File: src/rtl/scv_vram_pkg.sv
// Shared types and constants for the SCV VRAM arbiter.
//   rd_state_t : CPU read tracker states
//   grant_t    : owner of the single VRAM slot in a cycle
//   VRAM_AW    : VRAM address width (8 KB window)
//   VRAM_DW    : VRAM data width
package scv_vram_pkg;

    localparam int unsigned VRAM_AW = 13;
    localparam int unsigned VRAM_DW = 8;

    typedef enum logic [2:0] {
        RD_IDLE,
        RD_PEND,
        RD_ISSUED,
        RD_DATA,
        RD_FWD
    } rd_state_t;

    typedef enum logic [1:0] {
        G_NONE,
        G_VID,
        G_CPU_RD,
        G_CPU_WR
    } grant_t;

endpackage

File: src/rtl/scv_strobe_edge.sv
// Registered falling-edge detect of the CPU read/write strobes, qualified by
// the VRAM window chip-select. Both strobes low together produce no event.
//   clk, rst   : clock, synchronous active-high reset
//   cs         : VRAM window selected
//   rdb, wrb   : CPU read/write strobes, active low
//   rd_evt_c   : combinational read event this cycle
//   wr_evt_c   : combinational write event this cycle
module scv_strobe_edge (
    input  logic clk,
    input  logic rst,
    input  logic cs,
    input  logic rdb,
    input  logic wrb,
    output logic rd_evt_c,
    output logic wr_evt_c
);

    logic rdb_q;
    logic wrb_q;

    // Previous strobe levels; idle-high after reset so no spurious edge.
    always_ff @(posedge clk) begin
        if (rst) begin
            rdb_q <= 1'b1;
            wrb_q <= 1'b1;
        end else begin
            rdb_q <= rdb;
            wrb_q <= wrb;
        end
    end

    assign rd_evt_c = cs & rdb_q & ~rdb & wrb;
    assign wr_evt_c = cs & wrb_q & ~wrb & rdb;

endmodule

File: src/rtl/scv_vram_arbiter.sv
// Shares one single-port synchronous VRAM between the CPU bus and the video
// fetch engine. Video has fixed priority; CPU writes are posted through a
// one-entry buffer; CPU reads stall via CPU_WAIT; a starvation counter forces
// a CPU slot after STARVE_LIMIT consecutive denied cycles.
//   CLK, RES            : clock, synchronous active-high reset
//   CPU_CS/RDB/WRB/A/DI : CPU bus side (strobes active low)
//   CPU_DO, CPU_WAIT    : CPU read data (held), CPU cycle extension
//   VID_REQ/A           : video read request (level) and address
//   VID_ACK             : combinational request accept
//   VID_RVALID/RDATA    : video read data return
//   RAM_A/WE/DI         : registered VRAM controls
//   RAM_DO              : VRAM read data, valid the cycle after RAM_A
module scv_vram_arbiter
    import scv_vram_pkg::*;
#(
    parameter int unsigned AW           = VRAM_AW,
    parameter int unsigned DW           = VRAM_DW,
    parameter int unsigned STARVE_LIMIT = 4
) (
    input  logic          CLK,
    input  logic          RES,
    input  logic          CPU_CS,
    input  logic          CPU_RDB,
    input  logic          CPU_WRB,
    input  logic [AW-1:0] CPU_A,
    input  logic [DW-1:0] CPU_DI,
    output logic [DW-1:0] CPU_DO,
    output logic          CPU_WAIT,
    input  logic          VID_REQ,
    input  logic [AW-1:0] VID_A,
    output logic          VID_ACK,
    output logic          VID_RVALID,
    output logic [DW-1:0] VID_RDATA,
    output logic [AW-1:0] RAM_A,
    output logic          RAM_WE,
    output logic [DW-1:0] RAM_DI,
    input  logic [DW-1:0] RAM_DO
);

    localparam int unsigned SW = $clog2(STARVE_LIMIT + 1);

    rd_state_t     rd_state;
    rd_state_t     rd_state_next;
    grant_t        grant_c;

    logic          rd_evt_c;
    logic          wr_evt_c;
    logic          rd_hit_c;
    logic          rd_req_c;
    logic          cpu_pend_c;
    logic          forced_c;
    logic          drain_c;
    logic          wr2_next_c;

    logic [AW-1:0] rd_addr;
    logic [DW-1:0] fwd_data;
    logic          wbuf_valid;
    logic [AW-1:0] wbuf_addr;
    logic [DW-1:0] wbuf_data;
    logic          wr2_valid;
    logic [AW-1:0] wr2_addr;
    logic [DW-1:0] wr2_data;
    logic [SW-1:0] starve_cnt;
    logic          vid_p1;

    scv_strobe_edge u_strobe_edge (
        .clk      (CLK),
        .rst      (RES),
        .cs       (CPU_CS),
        .rdb      (CPU_RDB),
        .wrb      (CPU_WRB),
        .rd_evt_c (rd_evt_c),
        .wr_evt_c (wr_evt_c)
    );

    // Arbitration: forced CPU > video > pending read > buffered write.
    // A read hitting the write buffer is served by forwarding, never by RAM.
    always_comb begin
        grant_c    = G_NONE;
        rd_hit_c   = (rd_state == RD_PEND) && wbuf_valid && (wbuf_addr == rd_addr);
        rd_req_c   = (rd_state == RD_PEND) && !rd_hit_c;
        cpu_pend_c = rd_req_c || wbuf_valid;
        forced_c   = cpu_pend_c && (starve_cnt == SW'(STARVE_LIMIT));
        if (forced_c) begin
            grant_c = rd_req_c ? G_CPU_RD : G_CPU_WR;
        end else if (VID_REQ) begin
            grant_c = G_VID;
        end else if (rd_req_c) begin
            grant_c = G_CPU_RD;
        end else if (wbuf_valid) begin
            grant_c = G_CPU_WR;
        end
        drain_c    = (grant_c == G_CPU_WR);
        // Second write waits only while the first is still undrained.
        wr2_next_c = (wr2_valid || (wr_evt_c && wbuf_valid)) && !drain_c;
    end

    assign VID_ACK   = VID_REQ & ~forced_c;
    assign VID_RDATA = RAM_DO;

    // Read tracker next state.
    always_comb begin
        rd_state_next = rd_state;
        case (rd_state)
            RD_IDLE:   if (rd_evt_c) rd_state_next = RD_PEND;
            RD_PEND: begin
                if (rd_hit_c)                  rd_state_next = RD_FWD;
                else if (grant_c == G_CPU_RD)  rd_state_next = RD_ISSUED;
            end
            RD_ISSUED: rd_state_next = RD_DATA;
            RD_DATA:   rd_state_next = RD_IDLE;
            RD_FWD:    rd_state_next = RD_IDLE;
            default:   rd_state_next = RD_IDLE;
        endcase
    end

    always_ff @(posedge CLK) begin
        if (RES) rd_state <= RD_IDLE;
        else     rd_state <= rd_state_next;
    end

    // Datapath: write buffer, read capture, starvation counter, RAM regs.
    always_ff @(posedge CLK) begin
        if (RES) begin
            rd_addr    <= '0;
            fwd_data   <= '0;
            wbuf_valid <= 1'b0;
            wbuf_addr  <= '0;
            wbuf_data  <= '0;
            wr2_valid  <= 1'b0;
            wr2_addr   <= '0;
            wr2_data   <= '0;
            starve_cnt <= '0;
            vid_p1     <= 1'b0;
            VID_RVALID <= 1'b0;
            CPU_DO     <= '0;
            CPU_WAIT   <= 1'b0;
            RAM_A      <= '0;
            RAM_WE     <= 1'b0;
            RAM_DI     <= '0;
        end else begin
            // New write goes straight in if the slot is free or freeing now.
            if (wr_evt_c && (!wbuf_valid || drain_c)) begin
                wbuf_valid <= 1'b1;
                wbuf_addr  <= CPU_A;
                wbuf_data  <= CPU_DI;
            end else if (drain_c && wr2_valid) begin
                wbuf_valid <= 1'b1;
                wbuf_addr  <= wr2_addr;
                wbuf_data  <= wr2_data;
            end else if (drain_c) begin
                wbuf_valid <= 1'b0;
            end
            if (wr_evt_c && wbuf_valid && !drain_c) begin
                wr2_addr <= CPU_A;
                wr2_data <= CPU_DI;
            end
            wr2_valid <= wr2_next_c;

            if (rd_evt_c && (rd_state == RD_IDLE)) rd_addr <= CPU_A;
            if (rd_hit_c) fwd_data <= wbuf_data;
            if (rd_state == RD_DATA)     CPU_DO <= RAM_DO;
            else if (rd_state == RD_FWD) CPU_DO <= fwd_data;
            CPU_WAIT <= (rd_state_next != RD_IDLE) || wr2_next_c;

            if ((grant_c == G_CPU_RD) || (grant_c == G_CPU_WR) || !cpu_pend_c) begin
                starve_cnt <= '0;
            end else if (starve_cnt != SW'(STARVE_LIMIT)) begin
                starve_cnt <= starve_cnt + SW'(1);
            end

            RAM_WE <= drain_c;
            case (grant_c)
                G_VID:    RAM_A <= VID_A;
                G_CPU_RD: RAM_A <= rd_addr;
                G_CPU_WR: begin
                    RAM_A  <= wbuf_addr;
                    RAM_DI <= wbuf_data;
                end
                default:  ;
            endcase
            vid_p1     <= (grant_c == G_VID);
            VID_RVALID <= vid_p1;
        end
    end

endmodule

File: config.mk
export PLATFORM = sky130hd
export DESIGN_NAME = scv_vram_arbiter
export DESIGN_NICKNAME = d
export VERILOG_FILES = /design/src/rtl/scv_vram_pkg.sv /design/src/rtl/scv_strobe_edge.sv /design/src/rtl/scv_vram_arbiter.sv
export SDC_FILE = /design/constraint.sdc
export NUM_CORES = 1
export LEC_CHECK = 0
export BUFFER_PORTS_ARGS = -buffer_cell sky130_fd_sc_hd__buf_2
export CORE_ASPECT_RATIO = 0.8
export CORE_UTILIZATION = 50
export CTS_BUF_LIST = sky130_fd_sc_hd__clkbuf_4 sky130_fd_sc_hd__clkbuf_8 sky130_fd_sc_hd__clkbuf_16
export DETAILED_ROUTE_END_ITERATION = 6
export PLACE_DENSITY = 0.8
export SYNTH_ARGS = -nofsm -noshare
export SYNTH_HDL_FRONTEND = slang
export SYNTH_SLANG_ARGS = --single-unit
export TNS_END_PERCENT = 30
File: constraint.sdc
create_clock -name CLK -period 2.4 [get_ports CLK]
set_clock_uncertainty 0.05 [all_clocks]
set_input_delay 0 -clock CLK [delete_from_list [all_inputs] [get_ports CLK]]
set_output_delay 0 -clock CLK [all_outputs]
set_load 0.05 [all_outputs]
Yosys cells after proc, flatten, opt, wreduce, memory -nomap -nowiden:

Index checks and enable logic that the tools add are counted.

* add/subtract/negate cells: 1
* eq/ne operators: 10
* mux-type cells: 19
* bitwise logic cells: 10
* reduce and logical (&&, ||, !) cells: 27

Operators with widths (count)
* $pmux 13 s3: 1
* $mux 8: 4
* $mux 13: 2
* $eq 13x13->1: 1
* $logic_and 1x1->1: 10
* $mux 3: 3
* $pmux 3 s3: 1
* $reduce_bool 3->1: 3
* $mux 2: 4
* $and 1x1->1: 7
* $eq 3x2->1 const B: 2
* $eq 3x3->1 const B: 2
* $logic_or 1x1->1: 6
* $eq 2x2->1 const B: 2
* $logic_not 1->1: 4
* $mux 1: 4
* $reduce_bool 2->1: 2
* $add 3x1->3 const B: 1
* $eq 3x1->1 const B: 1
* $logic_not 3->1: 1
* $ne 3x3->1 const B: 1
* $not 1->1: 3
* $eq 2x1->1 const B: 1
* $reduce_or 2->1: 1

* register bits after elaboration: 106
* bits of input ports: 48
* output and inout bits: 41
* word-level logic and storage cells: 86

Logic depth before layout (Yosys ltp):

* word-level depth: 14
* depth in mapped cells: 9
* depth with buffers taken out: 8

Hierarchy:

Synthesis repeated with hierarchy kept, for this count alone.

* cell total of the unflattened synthesis: 569
* area, all modules: 4674.5 um2

By module, submodules not included
* scv_vram_arbiter: instances 1, cells each 563, area an instance 4601.9 um2, seq. area each 2082.0 um2
* scv_strobe_edge: instances 1, cells each 6, area an instance 72.6 um2, seq. area each 40.0 um2

Least setup slack after synthesis:

Ideal clock, no wire load.

* path kind: register -> register
* start: register rd_state[0]
* end: register RAM_A[3]
* arrival: 2.168 ns
* data required time: 2.216 ns
* setup slack: 0.047 ns
* cell stages (with the launch flop): 9
* clock period less this slack: 2.353 ns
* cell sequence: dfxtp_1 > nor3b_4 > nand4_2 > or4_4 > and3_1 > clkbuf_1 > buf_2 > o31ai_2 > a211oi_2

* word-level cells in the longest chain between the ends: 10

Ends and longest elaborated chain
* start: declaration: RTL line scv_vram_arbiter.sv:42 `rd_state_t rd_state;`
* start signal: assignment: RTL line scv_vram_arbiter.sv:119 `else rd_state <= rd_state_next;`
* $eq 3x1->1 (*): RTL line scv_vram_arbiter.sv:80, scv_vram_arbiter.sv:81
* $logic_and 1x1->1 (2 in series): RTL line scv_vram_arbiter.sv:80 `rd_hit_c = (rd_state == RD_PEND) && wbuf_valid && (wbuf_addr == rd_addr);`
* $logic_not 1->1: RTL line scv_vram_arbiter.sv:81 `rd_req_c = (rd_state == RD_PEND) && !rd_hit_c;`
* $logic_and 1x1->1 (*): RTL line scv_vram_arbiter.sv:81
* $mux 2 / $logic_or 1x1->1 (equally long branches): RTL line scv_vram_arbiter.sv:88, scv_vram_arbiter.sv:82
* $mux 2 / $logic_and 1x1->1 (equally long branches): RTL line scv_vram_arbiter.sv:86, scv_vram_arbiter.sv:83
* $mux 2 (*): RTL line scv_vram_arbiter.sv:84 `if (forced_c) begin`
* $eq 2x2->1 / $eq 2x1->1 (equally long branches): RTL line scv_vram_arbiter.sv:173 `case (grant_c)`
* $pmux 13 s3 / $reduce_bool 3->1 (equally long branches)
* end signal: assignment: RTL line scv_vram_arbiter.sv:175 `G_CPU_RD: RAM_A <= rd_addr;`
* end signal: assignment: RTL line scv_vram_arbiter.sv:177 `RAM_A <= wbuf_addr;`
* end: declaration: RTL line scv_vram_arbiter.sv:34 `output logic [AW-1:0] RAM_A,`

Every way passes the cells marked *; elsewhere a longest branch is shown, timed or not.
A chain may end at the register's enable or synchronous reset.

Final worst setup path:

* start: register wbuf_addr[3]
* end: register RAM_A[10]

* word-level cells in the longest chain between the ends: 9

Ends and longest elaborated chain
* start: declaration: RTL line scv_vram_arbiter.sv:58 `logic [AW-1:0] wbuf_addr;`
* start signal: assignment: RTL line scv_vram_arbiter.sv:149 `wbuf_addr <= wr2_addr;`
* $eq 13x13->1 (*): RTL line scv_vram_arbiter.sv:80
* $logic_and 1x1->1 (*): RTL line scv_vram_arbiter.sv:80
* $logic_not 1->1 (*): RTL line scv_vram_arbiter.sv:81
* $logic_and 1x1->1 (*): RTL line scv_vram_arbiter.sv:81
* $mux 2 / $logic_or 1x1->1 (equally long branches): RTL line scv_vram_arbiter.sv:88, scv_vram_arbiter.sv:82
* $mux 2 / $logic_and 1x1->1 (equally long branches): RTL line scv_vram_arbiter.sv:86, scv_vram_arbiter.sv:83
* $mux 2 (*): RTL line scv_vram_arbiter.sv:84
* $eq 2x2->1 / $eq 2x1->1 (equally long branches): RTL line scv_vram_arbiter.sv:173
* $pmux 13 s3 / $reduce_bool 3->1 (equally long branches)

Marked as above.

==> flow_summary.html <==
<table>
<tr><th>Metric</th><th>Value</th></tr>
<tr><th colspan="2">Run status</th></tr>
<tr><td>Run status</td><td>finished, violations left</td></tr>
<tr><td>Violations in the final reports</td><td>design-rule violations, negative setup slack</td></tr>
<tr><th colspan="2">Route</th></tr>
<tr><td>Via count normalized by instance count</td><td>5.91</td></tr>
<tr><td>Initial DRC count</td><td>~540</td></tr>
<tr><td>Routed via count</td><td>~5000</td></tr>
<tr><td>Number of detailed-routing iterations run before antenna repair</td><td>7</td></tr>
<tr><td>Total Routed Length</td><td>between 15000 and 20000 um</td></tr>
<tr><td>Remaining routing DRC violations</td><td>58</td></tr>
<tr><td>ANT nets after route</td><td>0</td></tr>
<tr><td>Drt wl/cell</td><td>about 19 um</td></tr>
<tr><th colspan="2">STA</th></tr>
<tr><td>Number of failing hold endpoints at the final stage</td><td>0</td></tr>
<tr><td>Pins over their slew limit</td><td>0</td></tr>
<tr><td>Maximum clock rate</td><td>approximately 400 MHz</td></tr>
<tr><td>Slew margin rel.</td><td>45.3%</td></tr>
<tr><td>Min Tclk post-route</td><td>2.52 ns</td></tr>
<tr><td>Minimum hold slack</td><td>0.00271 ns</td></tr>
<tr><td>Actual slew at the worst max-slew pin</td><td>around 0.82 ns</td></tr>
<tr><td>Endpoints failing setup</td><td>18</td></tr>
<tr><td>Setup slack after layout</td><td>-0.116 ns</td></tr>
<tr><td>Setup tns final</td><td>-0.938 ns</td></tr>
<tr><td>Fin crit share</td><td>105%</td></tr>
<tr><th colspan="2">Worst setup path</th></tr>
<tr><td>Cell depth of the worst flop-to-flop path</td><td>7</td></tr>
<tr><td>Critical R2R Capture</td><td>RAM_A[10]</td></tr>
<tr><td>Slowest Stage Delay on Critical Path</td><td>~0.60 ns</td></tr>
<tr><td>Cell-by-cell listing of the critical path</td><td>xnor2_2 &gt; nand3_1 &gt; or4_4 &gt; and3_2 &gt; buf_4 &gt; o31ai_1 &gt; a211oi_1</td></tr>
<tr><td>Nature of the critical path endpoint</td><td>flip-flop</td></tr>
<tr><td>R2R setup slack</td><td>-0.12 ns</td></tr>
<tr><td>Kind of critical path</td><td>flip-flop to flip-flop</td></tr>
<tr><td>Critical path fanouts, max</td><td>7</td></tr>
<tr><td>Cell with the biggest individual delay on the critical path</td><td>or4_4</td></tr>
<tr><td>Start of the worst register-to-register path</td><td>wbuf_addr[3]</td></tr>
<tr><td>Startpoint of the most critical setup path</td><td>wbuf_addr[3]</td></tr>
<tr><td>Category of the worst setup path launch point</td><td>flip-flop</td></tr>
<tr><td>Buffering stage count on the worst path with inverters included</td><td>1</td></tr>
<tr><td>Critical Path AT</td><td>about 2.7 ns</td></tr>
<tr><td>Worst endpoint required time</td><td>2.56 ns</td></tr>
<tr><td>CP delay by family, top</td><td>simple AND/OR/NAND/NOR gates</td></tr>
<tr><th colspan="2">Power</th></tr>
<tr><td>Max rail drop VDD</td><td>0.342 mV</td></tr>
<tr><td>Total power density per cell area</td><td>roughly 600 nW/um^2</td></tr>
<tr><td>Sw frac</td><td>roughly 27%</td></tr>
<tr><td>Total power</td><td>3.87 mW</td></tr>
<tr><td>Leak pwr</td><td>2.59 nW</td></tr>
<tr><td>Combinational Power Share</td><td>15.6%</td></tr>
<tr><td>Part of the total power dissipated in the clock network</td><td>a little over a third</td></tr>
<tr><td>Sequential group share of total power</td><td>approximately 48%</td></tr>
<tr><td>Net switching component of the power</td><td>1.05 mW</td></tr>
<tr><td>Cell-internal power</td><td>~2.8 mW</td></tr>
<tr><th colspan="2">Cells and area</th></tr>
<tr><td>Layout Utilization</td><td>between 60% and 70%</td></tr>
<tr><td>Layout cells sized above 1</td><td>between 20% and 30%</td></tr>
<tr><td># nets final</td><td>760</td></tr>
<tr><td>Final std cells w/o fill</td><td>851</td></tr>
<tr><td>Number of filler instances in the final layout</td><td>707</td></tr>
<tr><td>Final Cell Area</td><td>approximately 6500 um^2</td></tr>
<tr><td>Area added between synthesis and finish</td><td>30.4%</td></tr>
<tr><td>Ant diodes</td><td>0</td></tr>
<tr><th colspan="2">Yosys</th></tr>
<tr><td>Number of flops mapped to enable cells by yosys</td><td>0</td></tr>
<tr><td>Post-Synthesis Net Count</td><td>634</td></tr>
<tr><td>Library cell with the largest summed area after synthesis</td><td>dfxtp_1</td></tr>
<tr><td>Share of synthesized area occupied by flip-flops and latches</td><td>approximately 42%</td></tr>
<tr><td>Cells taking the most area after synthesis</td><td>dfxtp_1 42%, mux2i_1 8.4%, nand2_1 7.9%</td></tr>
<tr><td>Top-count cell post-synth</td><td>dfxtp_1</td></tr>
<tr><td>Commonest cells post-synth</td><td>106 x dfxtp_1, 105 x nand2_1, 74 x nor2_1</td></tr>
<tr><td>Cells after Synth</td><td>584</td></tr>
<tr><td>Number of different library cells in the post-synthesis netlist</td><td>45</td></tr>
<tr><td>Mean area per synthesized cell</td><td>between 8 and 9 um^2</td></tr>
<tr><td>Share of the synthesized area in the top cell type</td><td>a little over two fifths</td></tr>
<tr><td>Async S/R FF share, synth</td><td>0%</td></tr>
<tr><td>Post-Syn Area</td><td>5020 um^2</td></tr>
<tr><td>Post-synthesis sequential element count</td><td>~110</td></tr>
<tr><td>Most used flip-flop cell after synthesis</td><td>dfxtp_1</td></tr>
<tr><td>Yosys warning count</td><td>0</td></tr>
<tr><th colspan="2">Die</th></tr>
<tr><td>Initial cell density of the core</td><td>roughly half</td></tr>
<tr><td>Chip width</td><td>between 100 and 150 um</td></tr>
<tr><td>Die height</td><td>a little over 90 um</td></tr>
<tr><td>Die Area</td><td>between 10000 and 15000 um^2</td></tr>
<tr><td>Count of pins on the block boundary</td><td>89</td></tr>
<tr><td>Number of core rows</td><td>32</td></tr>
<tr><td>Floorplan core area</td><td>about 9700 um^2</td></tr>
<tr><th colspan="2">GRT</th></tr>
<tr><td>Sum of overflow across all layers after global routing</td><td>0</td></tr>
<tr><td>Number of antenna violations at the first check in global routing</td><td>0</td></tr>
<tr><td>Global-route wire length before repair</td><td>22800 um</td></tr>
<tr><td>Vias in the first global route</td><td>4529</td></tr>
<tr><td>GRT Overall Usage</td><td>between 20% and 30%</td></tr>
<tr><td>Largest net degree at the start of global routing</td><td>just over 70</td></tr>
<tr><th colspan="2">Placed design</th></tr>
<tr><td>Worst slack at placement</td><td>-0.0220 ns</td></tr>
<tr><td>Placed cell count</td><td>around 790</td></tr>
<tr><td>Placer Congestion</td><td>roughly 0.93</td></tr>
<tr><td>Detailed Place HPWL</td><td>just over 9000 um</td></tr>
<tr><td>Port buffer count</td><td>a little under 90</td></tr>
<tr><td>Post-placement cell area</td><td>5730 um^2</td></tr>
<tr><th colspan="2">Flow run</th></tr>
<tr><td>Max-cap violations</td><td>0</td></tr>
<tr><th colspan="2">Clock network</th></tr>
<tr><td>Reg clk slew, reported paths</td><td>approximately 0.07 ns</td></tr>
<tr><td>Clock latency on the worst-skew pair</td><td>0.34 ns</td></tr>
<tr><td>Clock tree from TritonCTS</td><td>done</td></tr>
<tr><td>TritonCTS buffer count</td><td>9</td></tr>
<tr><td>TritonCTS sink count</td><td>about 110</td></tr>
<tr><td>CTS H-tree lvls</td><td>3</td></tr>
<tr><td>Cell at the root of the clock tree</td><td>clkbuf_16</td></tr>
<tr><td>Number of buffers on the longest clock path</td><td>2</td></tr>
<tr><th colspan="2">Hold path</th></tr>
<tr><td>Number of cells on the worst hold path</td><td>5</td></tr>
<tr><td>Path class of the lowest-slack min-delay path</td><td>input pin to flip-flop</td></tr>
<tr><td>Worst Hold Launch</td><td>RAM_DO[3]</td></tr>
<tr><td>Capture endpoint of the worst hold path</td><td>CPU_DO[3]</td></tr>
</table>
-- worst max path at each step --
stage	slack [ns]	depth (start not counted)	end
after floorplan	0.05	8	RAM_A[3]
after global placement	0.10	6	wbuf_addr[4]
after detailed placement	-0.02	7	RAM_A[0]
after CTS	0.002	7	RAM_A[0]
after global routing	-0.17	7	CPU_WAIT
final	-0.12	7	RAM_A[10]
-- kinds of logic (layout without fill, tap and decap cells) --
| kind of cell | count (synthesis) | in the layout | synth area share (%) |
|---|---|---|---|
| AND/OR/NAND/NOR | 248 | 248 | 22.7 |
| flip-flops | 106 | 106 | 42.3 |
| buffers and inverters | 52 | 183 | 5.26 |
| adder cells (fa/ha/maj) | 2 | 2 | 0.499 |
| multiplexers | 42 | 42 | 8.38 |
| XOR/XNOR | 13 | 13 | 2.27 |
| AO/OA/AOI/OAI | 121 | 121 | 18.6 |
-- registers in the layout (all words and copies together) (netlist names) --
register and cells:
VID_RVALID 1, starve_cnt 3, wr2_valid 1, wr2_data 8, RAM_A 13, vid_p1 1, CPU_DO 8, wr2_addr 13
wbuf_data 8, u_strobe_edge.wrb_q 1, RAM_DI 8, wbuf_valid 1, rd_addr 13, CPU_WAIT 1, fwd_data 8, wbuf_addr 13
rd_state 3, RAM_WE 1, u_strobe_edge.rdb_q 1
-- metal layers --
layer  vias up  wire (um)  global-route usage [%]
met5         -          0                       0
met4         0        670                    10.2
met3        82       1610                    7.47
met2       344       7240                    44.0
met1      2355       6390                    36.1
li1       2247          -                       -
-- timing repair --
action / CTS / global route
pin swaps: 2 / 6
cloned: 0 / 0
hold endpoints to repair: 66 / 0
hold buffers: 36 / 0
buffers inserted: 0 / 5
gates resized for setup: 10 / 16
setup endpoints to repair: 35 / 17
-- tightest hold or removal path, delay by kind of cell --
family                 cells  cell delay, ns
AOI/OAI and AO/OA          1            0.05
and+or+nand+nor            2            0.16
buffers and inverters      1            0.09
muxes                      1            0.06
-- area by class of cell --
cell class	instances	area [um^2]	area share, %
sequential	106	2130	32.6
multi-input combinational	426	2790	42.6
clock inverter	2	12.5	0.191
inverter	4	15.0	0.229
clock buffer	14	269	4.11
timing repair buffer	163	1160	17.7
tap	136	170	2.60
-- cells in the final DEF (no fill, tap or decap), drive strengths merged, types with 2 or more instances in the layout --
cell           n
xnor2         13
a311oi        22
o21ai         20
or4            2
ha             2
a21oi         44
dfxtp        106
buf          127
nand3          3
nand3b         2
a211oi        13
nand2        105
nand4          6
nand2b        42
clkbuf        14
mux2i         42
dlygate4sd3   36
or2            2
o31ai         13
nor3           4
inv            4
nor2          74
o21a           3
-- power by group through the flow --
stage	Clock, mW	Combinational (mW)	Sequential (mW)
final	1.41	0.603	1.86
after global placement	0	0.487	1.89
after detailed placement	0	0.497	1.89
after global routing	1.48	0.630	1.86
after floorplan	0	0.263	1.96
after CTS	1.41	0.553	1.85
Power figures use the tool's default switching activity.
